===== config.mk =====
export PLATFORM = sky130hd
export DESIGN_NAME = approx_mul_arbiter
export DESIGN_NICKNAME = d
export VERILOG_FILES = /design/src/rtl/approx_mul_arbiter.sv
export SDC_FILE = /design/constraint.sdc
export NUM_CORES = 1
export LEC_CHECK = 0
export ABC_CLOCK_PERIOD_IN_PS = 2250
export CAP_MARGIN = 40
export CELL_PAD_IN_SITES_DETAIL_PLACEMENT = 0
export CELL_PAD_IN_SITES_GLOBAL_PLACEMENT = 1
export CORE_ASPECT_RATIO = 0.7
export CORE_MARGIN = 5
export CORE_UTILIZATION = 39
export DETAILED_ROUTE_END_ITERATION = 8
export HOLD_SLACK_MARGIN = 0.08
export PLACE_DENSITY = 0.8
export SETUP_SLACK_MARGIN = 0.05
export SLEW_MARGIN = 30
export SYNTH_ARGS = -nofsm -noshare
export SYNTH_HDL_FRONTEND = slang
export SYNTH_SLANG_ARGS = --single-unit

===== constraint.sdc =====
create_clock -name clk -period 2.25 [get_ports clk]
set_input_delay 0.5625 -clock clk [delete_from_list [all_inputs] [get_ports clk]]
set_output_delay 0.5625 -clock clk [all_outputs]
set_load 0.02 [all_outputs]

===== src/rtl/approx_mul_arbiter.sv =====
// approx_mul_arbiter
//   Shares one combinational XW x YW multiplier core between two requesters.
//   A round-robin arbiter issues at most one operand pair per cycle into a
//   registered operand stage (stage A) that drives the core. On the next edge
//   the core product is captured, bit-exact, into the result FIFO of the
//   requester that issued it. Each FIFO returns results over a valid/ready
//   channel.
//
// Ports
//   clk, rst_n           rising-edge clock, asynchronous active-low reset
//   req_valid/req_ready  per-requester request handshake (ready = grant)
//   req_x/req_y          packed operands, requester i at [i*W +: W]
//   rsp_valid/rsp_ready  per-requester response handshake
//   rsp_z                packed results, requester i at [i*ZW +: ZW]
//   mul_x/mul_y          registered operands to the multiplier core
//   mul_z                core product, combinational from mul_x/mul_y
//   busy                 stage A occupied or any result FIFO non-empty

module approx_mul_arbiter #(
  parameter int XW    = 8,
  parameter int YW    = 8,
  parameter int ZW    = XW + YW,
  parameter int DEPTH = 2
) (
  input  logic            clk,
  input  logic            rst_n,
  input  logic [1:0]      req_valid,
  output logic [1:0]      req_ready,
  input  logic [2*XW-1:0] req_x,
  input  logic [2*YW-1:0] req_y,
  output logic [1:0]      rsp_valid,
  input  logic [1:0]      rsp_ready,
  output logic [2*ZW-1:0] rsp_z,
  output logic [XW-1:0]   mul_x,
  output logic [YW-1:0]   mul_y,
  input  logic [ZW-1:0]   mul_z,
  output logic            busy
);

  localparam int CW = $clog2(DEPTH + 1);
  localparam int AW = (DEPTH > 1) ? $clog2(DEPTH) : 1;

  logic [1:0]    elig_s;
  logic [1:0]    grant_s;
  logic [1:0]    pop_s;
  logic [1:0]    push_s;
  logic          ptr_q, ptr_d;          // 0 favours requester 0
  logic          a_valid_q, a_valid_d;
  logic          a_tag_q, a_tag_d;
  logic [XW-1:0] mul_x_q, mul_x_d;
  logic [YW-1:0] mul_y_q, mul_y_d;
  logic [CW-1:0] credit_q [2];
  logic [CW-1:0] credit_d [2];

  // Eligibility and round-robin grant from registered credits and pointer.
  always_comb begin
    for (int i = 0; i < 2; i++) begin
      elig_s[i] = req_valid[i] && (credit_q[i] < CW'(DEPTH));
    end
    case (elig_s)
      2'b01:   grant_s = 2'b01;
      2'b10:   grant_s = 2'b10;
      2'b11:   grant_s = ptr_q ? 2'b10 : 2'b01;
      default: grant_s = 2'b00;
    endcase
  end

  assign req_ready = grant_s;
  assign pop_s     = rsp_valid & rsp_ready;
  assign push_s[0] = a_valid_q && !a_tag_q;
  assign push_s[1] = a_valid_q && a_tag_q;

  // Next state for issue stage, pointer and credits.
  always_comb begin
    ptr_d     = ptr_q;
    a_valid_d = 1'b0;
    a_tag_d   = a_tag_q;
    mul_x_d   = mul_x_q;
    mul_y_d   = mul_y_q;
    if (grant_s[0]) begin
      a_valid_d = 1'b1;
      a_tag_d   = 1'b0;
      mul_x_d   = req_x[0 +: XW];
      mul_y_d   = req_y[0 +: YW];
      ptr_d     = 1'b1;
    end else if (grant_s[1]) begin
      a_valid_d = 1'b1;
      a_tag_d   = 1'b1;
      mul_x_d   = req_x[XW +: XW];
      mul_y_d   = req_y[YW +: YW];
      ptr_d     = 1'b0;
    end else begin
      a_valid_d = 1'b0;
    end
    // Credit covers stage A plus FIFO occupancy, so the A-to-FIFO move is neutral.
    for (int i = 0; i < 2; i++) begin
      credit_d[i] = credit_q[i] + CW'(grant_s[i]) - CW'(pop_s[i]);
    end
  end

  // Issue stage, pointer and credit registers.
  always_ff @(posedge clk or negedge rst_n) begin
    if (!rst_n) begin
      ptr_q       <= 1'b0;
      a_valid_q   <= 1'b0;
      a_tag_q     <= 1'b0;
      mul_x_q     <= '0;
      mul_y_q     <= '0;
      credit_q[0] <= '0;
      credit_q[1] <= '0;
    end else begin
      ptr_q       <= ptr_d;
      a_valid_q   <= a_valid_d;
      a_tag_q     <= a_tag_d;
      mul_x_q     <= mul_x_d;
      mul_y_q     <= mul_y_d;
      credit_q[0] <= credit_d[0];
      credit_q[1] <= credit_d[1];
    end
  end

  assign mul_x = mul_x_q;
  assign mul_y = mul_y_q;

  for (genvar g = 0; g < 2; g++) begin : g_fifo
    logic [ZW-1:0] mem_q [DEPTH];
    logic [AW-1:0] rd_q;
    logic [AW-1:0] wr_q;
    logic [CW-1:0] cnt_q;
    logic [ZW-1:0] last_q;   // last popped head, shown while empty

    // Result FIFO storage, pointers and occupancy.
    always_ff @(posedge clk or negedge rst_n) begin
      if (!rst_n) begin
        for (int k = 0; k < DEPTH; k++) mem_q[k] <= '0;
        rd_q   <= '0;
        wr_q   <= '0;
        cnt_q  <= '0;
        last_q <= '0;
      end else begin
        if (push_s[g]) begin
          mem_q[wr_q] <= mul_z;
          wr_q        <= (wr_q == AW'(DEPTH - 1)) ? '0 : wr_q + AW'(1);
        end
        if (pop_s[g]) begin
          last_q <= mem_q[rd_q];
          rd_q   <= (rd_q == AW'(DEPTH - 1)) ? '0 : rd_q + AW'(1);
        end
        cnt_q <= cnt_q + CW'(push_s[g]) - CW'(pop_s[g]);
      end
    end

    assign rsp_valid[g]          = (cnt_q != '0);
    assign rsp_z[g*ZW +: ZW]     = rsp_valid[g] ? mem_q[rd_q] : last_q;

    approx_mul_arbiter_chk #(.CW(CW), .DEPTH(DEPTH)) u_chk (
      .clk   (clk),
      .rst_n (rst_n),
      .push  (push_s[g]),
      .cnt   (cnt_q)
    );
  end

  assign busy = a_valid_q | (|rsp_valid);

endmodule

// Flags a push into a result FIFO that is already full.
module approx_mul_arbiter_chk #(
  parameter int CW    = 2,
  parameter int DEPTH = 2
) (
  input logic          clk,
  input logic          rst_n,
  input logic          push,
  input logic [CW-1:0] cnt
);
  a_no_overflow: assert property (@(posedge clk) disable iff (!rst_n)
    !(push && (cnt == CW'(DEPTH))));
endmodule


==> results of run 1 <==
layout make-up:
| class | count | area, um^2 | share of cell area (%) |
|---|---|---|---|
| sequential | 127 | 3180 | 40.5 |
| timing repair buffer | 135 | 1290 | 16.4 |
| multi-input combinational | 301 | 2550 | 32.4 |
| tap | 190 | 238 | 3.02 |
| clock buffer | 22 | 484 | 6.16 |
| inverter | 2 | 7.51 | 0.0955 |
| clock inverter | 10 | 110 | 1.40 |
critical path: cells and delay by family (launching register included):
kind / cells / cell delay, ps
buf+inv: 2 / 340
mux: 1 / 330
compound gates: 1 / 110
flops: 1 / 440
flip-flops by register name, summed over array words and instances, names as in the netlist:
register       cells
g_fifo.mem_q      64
g_fifo.last_q     32
mul_x              8
mul_y              8
credit_q           4
g_fifo.cnt_q       4
g_fifo.rd_q        2
g_fifo.wr_q        2
a_tag_q            1
a_valid_q          1
ptr_q              1
repair_timing:
item	in CTS	in global routing
gates resized for setup	168	60
gates cloned	1	3
buffers inserted	2	2
endpoints found under the setup margin	37	29
pin swaps	2	3
worst min-delay path by stage:
stage               slack [ps]                   to  cells past startpoint
finish                     110             mul_x[2]                      1
global route               130             mul_x[4]                      1
detailed placement         470  g_fifo[1].last_q[5]                      2
CTS                        120             mul_x[2]                      1
floorplan                  270              a_tag_q                      0
global placement           460  g_fifo[1].last_q[3]                      2
cells in the mapped netlist, drive strengths merged:
cell type	instances	area [um^2]
a2111o	1	11.3
a221o	16	160
a21o	1	8.76
a21oi	33	169
nor2b	4	35.0
clkbuf	16	71.3
or2	2	12.5
nand2	34	130
buf	17	141
mux2	64	758
xor2	5	43.8
nand3	3	15.0
dfrtp	127	3180
mux2i	33	330
nand3b	1	7.51
nand4	1	6.26
nor3b	16	120
o21ai	37	189
or3	1	6.26
inv	2	7.51
nor2	33	124
and2	1	6.26
xnor2	6	52.6
o21a	1	7.51
ha	3	37.5
a21boi	2	15.0
nand2b	3	28.8
cells by family (layout without fill, tap and decap cells):
family / after synthesis / count (layout) / synth area share [%]
AO/OA/AOI/OAI: 91 / 91 / 9.88
AND/OR/NAND/NOR: 99 / 99 / 8.67
buffers and inverters: 35 / 169 / 3.88
XOR/XNOR: 11 / 11 / 1.70
multiplexers: 97 / 97 / 19.2
adder cells (fa/ha/maj): 3 / 3 / 0.662
flip-flops: 127 / 127 / 56.0
per-stage QoR:
stage                     instance area [um^2]  worst slack [ps]
after CTS                                 7570             -19.0
after global placement                    6990              -362
after floorplan                           5670               180
after detailed placement                  6990              -367
final                                     7860              52.8
after global routing                      7860             -1.85
metal layers:
| layer | wire length (um) | track usage, % | up-vias | share of wire (%) |
|---|---|---|---|---|
| li1 | - | - | 1877 | - |
| met1 | 6950 | 24.4 | 1989 | 49 |
| met2 | 6430 | 24.0 | 81 | 45 |
| met3 | 514 | 3.98 | 26 | 3.6 |
| met4 | 325 | 7.06 | 0 | 2.3 |
| met5 | 0 | 0 | - | 0 |
power by group:
part	switching [uW]	internal, uW	total, uW
combinational	3220	3210	6420
clock	984	1740	2720
sequential	787	3420	4210
total	4990	8370	13400
==> summary.md, run 1 <==
| Metric | Value |
|---|---|
| FILL cells | 1154 |
| Cells after Synth | 463 |
| Initial antenna violation count | 0 |
| Max transition margin | 48.6% |
| Share of layout cells above drive strength 1 | a little under two fifths |
| Slowest stage cell, crit path | dfrtp_2 |
| Die span in y | ~110 um |
| Clock Path Buffers | 2 |
| CTS H-tree depth | 4 |
| R2R Setup Slk | 570 ps |
| Core Rows | 36 |
| Pwr Total | roughly 13000 uW |
| CP Launch Type | flop |
| Worst Path Max Fanout | 8 |
| Initial drt markers | ~200 |
| Max Slew Vio Count | 0 |
| GPL Wtd Cong | ~0.75 |
| Count of final setup violators | 0 |
| Core ar. | roughly 14000 um^2 |
| Worst R2R Path Depth | 3 |
| Crit Reg-Reg Startpoint | a_tag_q |
| Yosys warnings | 0 |
| TritonCTS clock tree | yes |
| Worst EP arrival | 1630 ps |
| Initial Utilization | roughly 40% |
| RSZ-0062 raised after global routing | yes |
| Most frequent cells in the layout | dfrtp_1 (126), clkdlybuf4s50_1 (68), mux2_2 (54) |
| Die ar. | around 17000 um^2 |
| Via count | just under 4000 |
| Vias/cell | just over 5 |
| Tot GR Track Use | between 10% and 20% |
| Hold slack | between 100 and 150 ps |
| Yosys cell types | slightly above 40 |
| Most common cell after layout, fill and taps aside | dfrtp_1 |
| Number of buffers created by CTS | 17 |
| Crit end category | output port |
| Hold-fix buffer count after cts | 0 |
| Port bufs | about 110 |
| Final HPWL DP | about 9600 um |
| CP required | between 1500 and 2000 ps |
| DR DRC count | 0 |
| Max Clk Rate | between 0.4 and 0.5 GHz |
| FF+latch count, synth | between 100 and 150 |
| Tcrit/Tclk final | 97.7% |
| CTS clk-pin slew, worst paths | 60 ps |
| Antenna diodes | 0 |
| Maximum vdd ir drop | 1.03 mV |
| Boundary Pins | 107 |
| Area Overhead vs Synth | 38.5% |
| First-pass GRT wire length | roughly 22000 um |
| PD cells | between 1500 and 2000 nW/um^2 |
| Clk Latency, worst-skew pair | ~410 ps |
| CP startpoint | g_fifo[1].rd_q |
| Worst r2r dst | g_fifo[0].mem_q[9] |
| Slowest Stage Delay on Critical Path | approximately 440 ps |
| Critical Path End | rsp_z[30] |
| Final min period | around 2200 ps |
| Root buffer cell | clkbuf_16 |
| # Max-Cap Violations | 0 |
| Status | finished, final reports clean |
| Die width | between 150 and 200 um |
| Syn avg cell area | 12.3 um^2 |
| Hold Violations, Final | 0 |
| Standby leakage power | 0.00339 uW |
| Crit Path Category | flop to output port |
| Sequential fraction of the synthesis area | a little under three fifths |
| Critical path cell sequence | buf_12, mux2i_1, a21oi_1, buf_2 |
| Worst Tran Pin Value | a little under 800 ps |
| Routed Wire Length | 14200 um |
| Final #Nets | 641 |
| Cell Count, Final, Fillers Out | slightly below 800 |
| First-pass DRT Iterations | 4 |
| Post-DRT Antenna Nets | 0 |
| Util after Layout | 55.7% |
| Pin count of the biggest net entering global routing | 50 |
| Vias in the first global route | around 4200 |
| CTS sink count | between 100 and 150 |
| Setup tns final | 0 ps |
| Hold WC Path Type | input pin to asynchronous set/reset pin |
| Synthesized area | about 5700 um^2 |
| Total grt overflow | 0 |
| Syn_nets | between 500 and 600 |
| Worst Skew | between 8 and 9 ps |
| DP Cell Count | 747 |
| WL/cell | ~18 um |
Note: power is estimated with default switching activity, not from simulation.
==> inputs of run 2 (changes only) <==
==> constraint.sdc (replaced) <==
create_clock -name clk -period 2.25 [get_ports clk]
set_input_delay 0.225 -clock clk [delete_from_list [all_inputs] [get_ports clk]]
set_output_delay 0.225 -clock clk [all_outputs]
set_load 0.02 [all_outputs]
==> summary.md, run 2 (same netlist as run 1, synthesis figures left out) <==
| Metric | Value |
|---|---|
| Vias/cell | between 5 and 6 |
| Pwr Total | ~12000 uW |
| Core Rows | 36 |
| Area Overhead vs Synth | 32.6% |
| Largest registers | g_fifo.mem_q: 64 flops, g_fifo.last_q: 32 flops |
| Critical path's top delay family | buffers and inverters |
| Antenna diodes | 0 |
| CTS H-tree depth | 4 |
| Worst Skew | between 8 and 9 ps |
| # Max-Cap Violations | 0 |
| TritonCTS clock tree | yes |
| Worst EP arrival | 1900 ps |
| Port bufs | ~110 |
| Hold Violations, Final | 0 |
| Crit Reg-Reg Startpoint | a_tag_q |
| Count of final setup violators | 0 |
| Core ar. | about 14000 um^2 |
| GPL Wtd Cong | 0.727 |
| Clock Path Buffers | 2 |
| DP Cell Count | between 700 and 800 |
| Internal power | approximately 8000 uW |
| Cell Count, Final, Fillers Out | 774 |
| First-pass DRT Iterations | 4 |
| Reg power frac | roughly 33% |
| CP bufs+invs | 2 |
| Routed Wire Length | between 10000 and 15000 um |
| First-pass GRT wire length | 21500 um |
| CP Launch Type | flop |
| Final #Nets | approximately 630 |
| Tot GR Track Use | ~16% |
| RSZ-0062 raised after global routing | yes |
| Slowest stage cell, crit path | dfrtp_1 |
| CP startpoint | g_fifo[1].cnt_q[1] |
| Initial antenna violation count | 0 |
| Slowest Stage Delay on Critical Path | 400 ps |
| Critical path cell sequence | or2_2, buf_12, a21oi_1, dlygate4sd2_1 |
| Clk Latency, worst-skew pair | between 400 and 500 ps |
| Boundary Pins | roughly 110 |
| DR DRC count | 0 |
| Worst Path Max Fanout | 33 |
| Pin count of the biggest net entering global routing | 54 |
| CP required | between 2000 and 2500 ps |
| Hold WC Path Type | input pin to asynchronous set/reset pin |
| Via count | 3881 |
| Most flop-heavy register | g_fifo.mem_q |
| Post-DRT Antenna Nets | 0 |
| Max Slew Vio Count | 0 |
| CTS clk-pin slew, worst paths | about 60 ps |
| CTS sink count | approximately 130 |
| Die ar. | 17100 um^2 |
| Max transition margin | between 50 and 60% |
| Most common cell after layout, fill and taps aside | dfrtp_1 |
| Initial drt markers | around 140 |
| PD cells | around 1600 nW/um^2 |
| Worst Tran Pin Value | ~740 ps |
| Standby leakage power | 0.00340 uW |
| Net switching power | around 4500 uW |
| Tcrit/Tclk final | 94.6% |
| Die width | roughly 150 um |
| Final HPWL DP | 9470 um |
| Most frequent cells in the layout | dfrtp_1 (126), clkdlybuf4s50_1 (70), mux2_2 (54) |
| Clock share of power | approximately a quarter |
| Root buffer cell | clkbuf_16 |
| Switching share of total power | between 30 and 40% |
| Comb power frac | around 44% |
| Crit end category | output port |
| Number of buffers created by CTS | 17 |
| Die span in y | 111 um |
| WL/cell | approximately 17 um |
| # Post-CTS Setup Buffers | 0 |
| FILL cells | around 1200 |
| Final min period | 2130 ps |
| Maximum vdd ir drop | roughly 0.74 mV |
| Status | finished, final reports clean |
| Setup tns final | 0 ps |
| Share of layout cells above drive strength 1 | approximately a fifth |
| Vias in the first global route | slightly below 4000 |
| Total grt overflow | 0 |
| Crit Path Category | flop to output port |
| Max Clk Rate | approximately 0.47 GHz |
| Largest register FFs | 64 |
| Initial Utilization | about 40% |
-- run 2: cell types whose count changed in the layout (fill, tap and decap cells not counted), sizes merged --
cell	before	now
buf	62	17
bufinv	2	4
clkbuf	25	20
clkdlybuf4s15	0	2
clkdlybuf4s50	68	70
clkinv	4	5
clkinvlp	4	2
dlygate4sd2	2	31
dlygate4sd3	0	1
dlymetal6s2s	0	2
-- run 2: timing repair --
| action | 4_1_cts | 5_1_grt |
|---|---|---|
| resized for setup | 34 | 5 |
| setup endpoints to repair | 33 | 19 |
| hold buffers | 1 | 0 |
| hold endpoints to repair | 28 | 0 |
-- run 2: routing by layer --
layer	vias to the layer above	routed length, um	track usage (%)
li1	1860	-	-
met5	-	0	0
met2	80	5630	21.7
met3	13	512	3.82
met1	1928	6900	24.2
met4	0	189	5.41
-- run 2: cell type report --
| cell class | count | area, um^2 | area share, % |
|---|---|---|---|
| clock inverter | 11 | 164 | 2.18 |
| multi-input combinational | 301 | 2280 | 30.3 |
| inverter | 2 | 7.51 | 0.0998 |
| sequential | 127 | 3180 | 42.3 |
| tap | 190 | 238 | 3.16 |
| clock buffer | 20 | 457 | 6.07 |
| timing repair buffer | 123 | 1200 | 15.9 |
-- run 2: metrics by stage --
stage | worst slack (ps) | utilization (%) | instance area (um^2) | hold slack [ps]
CTS | 53.2 | 53.3 | 7510 | 303
global route | 48.3 | 53.3 | 7520 | 331
detailed placement | 258 | 49.1 | 6920 | 197
global placement | 268 | 49.1 | 6920 | 191
finish | 122 | 53.3 | 7520 | 301
floorplan | 518 | - | 5670 | -70.6
-- run 2: power by group through the flow --
stage / combinational (uW) / sequential (uW) / clock, uW
after floorplan: 3570 / 4050 / 0
after global placement: 5680 / 4010 / 0
after detailed placement: 5790 / 4060 / 0
after CTS: 5460 / 4040 / 2930
after global routing: 5900 / 4180 / 3040
final: 5400 / 4040 / 2880
-- run 2: worst paths after layout --
| kind | endpoint | slack (ps) | cells after the start |
|---|---|---|---|
| max | rsp_z[20] | 120 | 4 |
| min | mul_x[4] | 300 | 2 |
| max reg2reg | g_fifo[0].mem_q[5] | 570 | 3 |
| min reg2reg | g_fifo[1].last_q[6] | 480 | 2 |
| max in group asynchronous | g_fifo[1].mem_q[30] | 1320 | 3 |
| min in group clk | mul_x[6] | 430 | 2 |
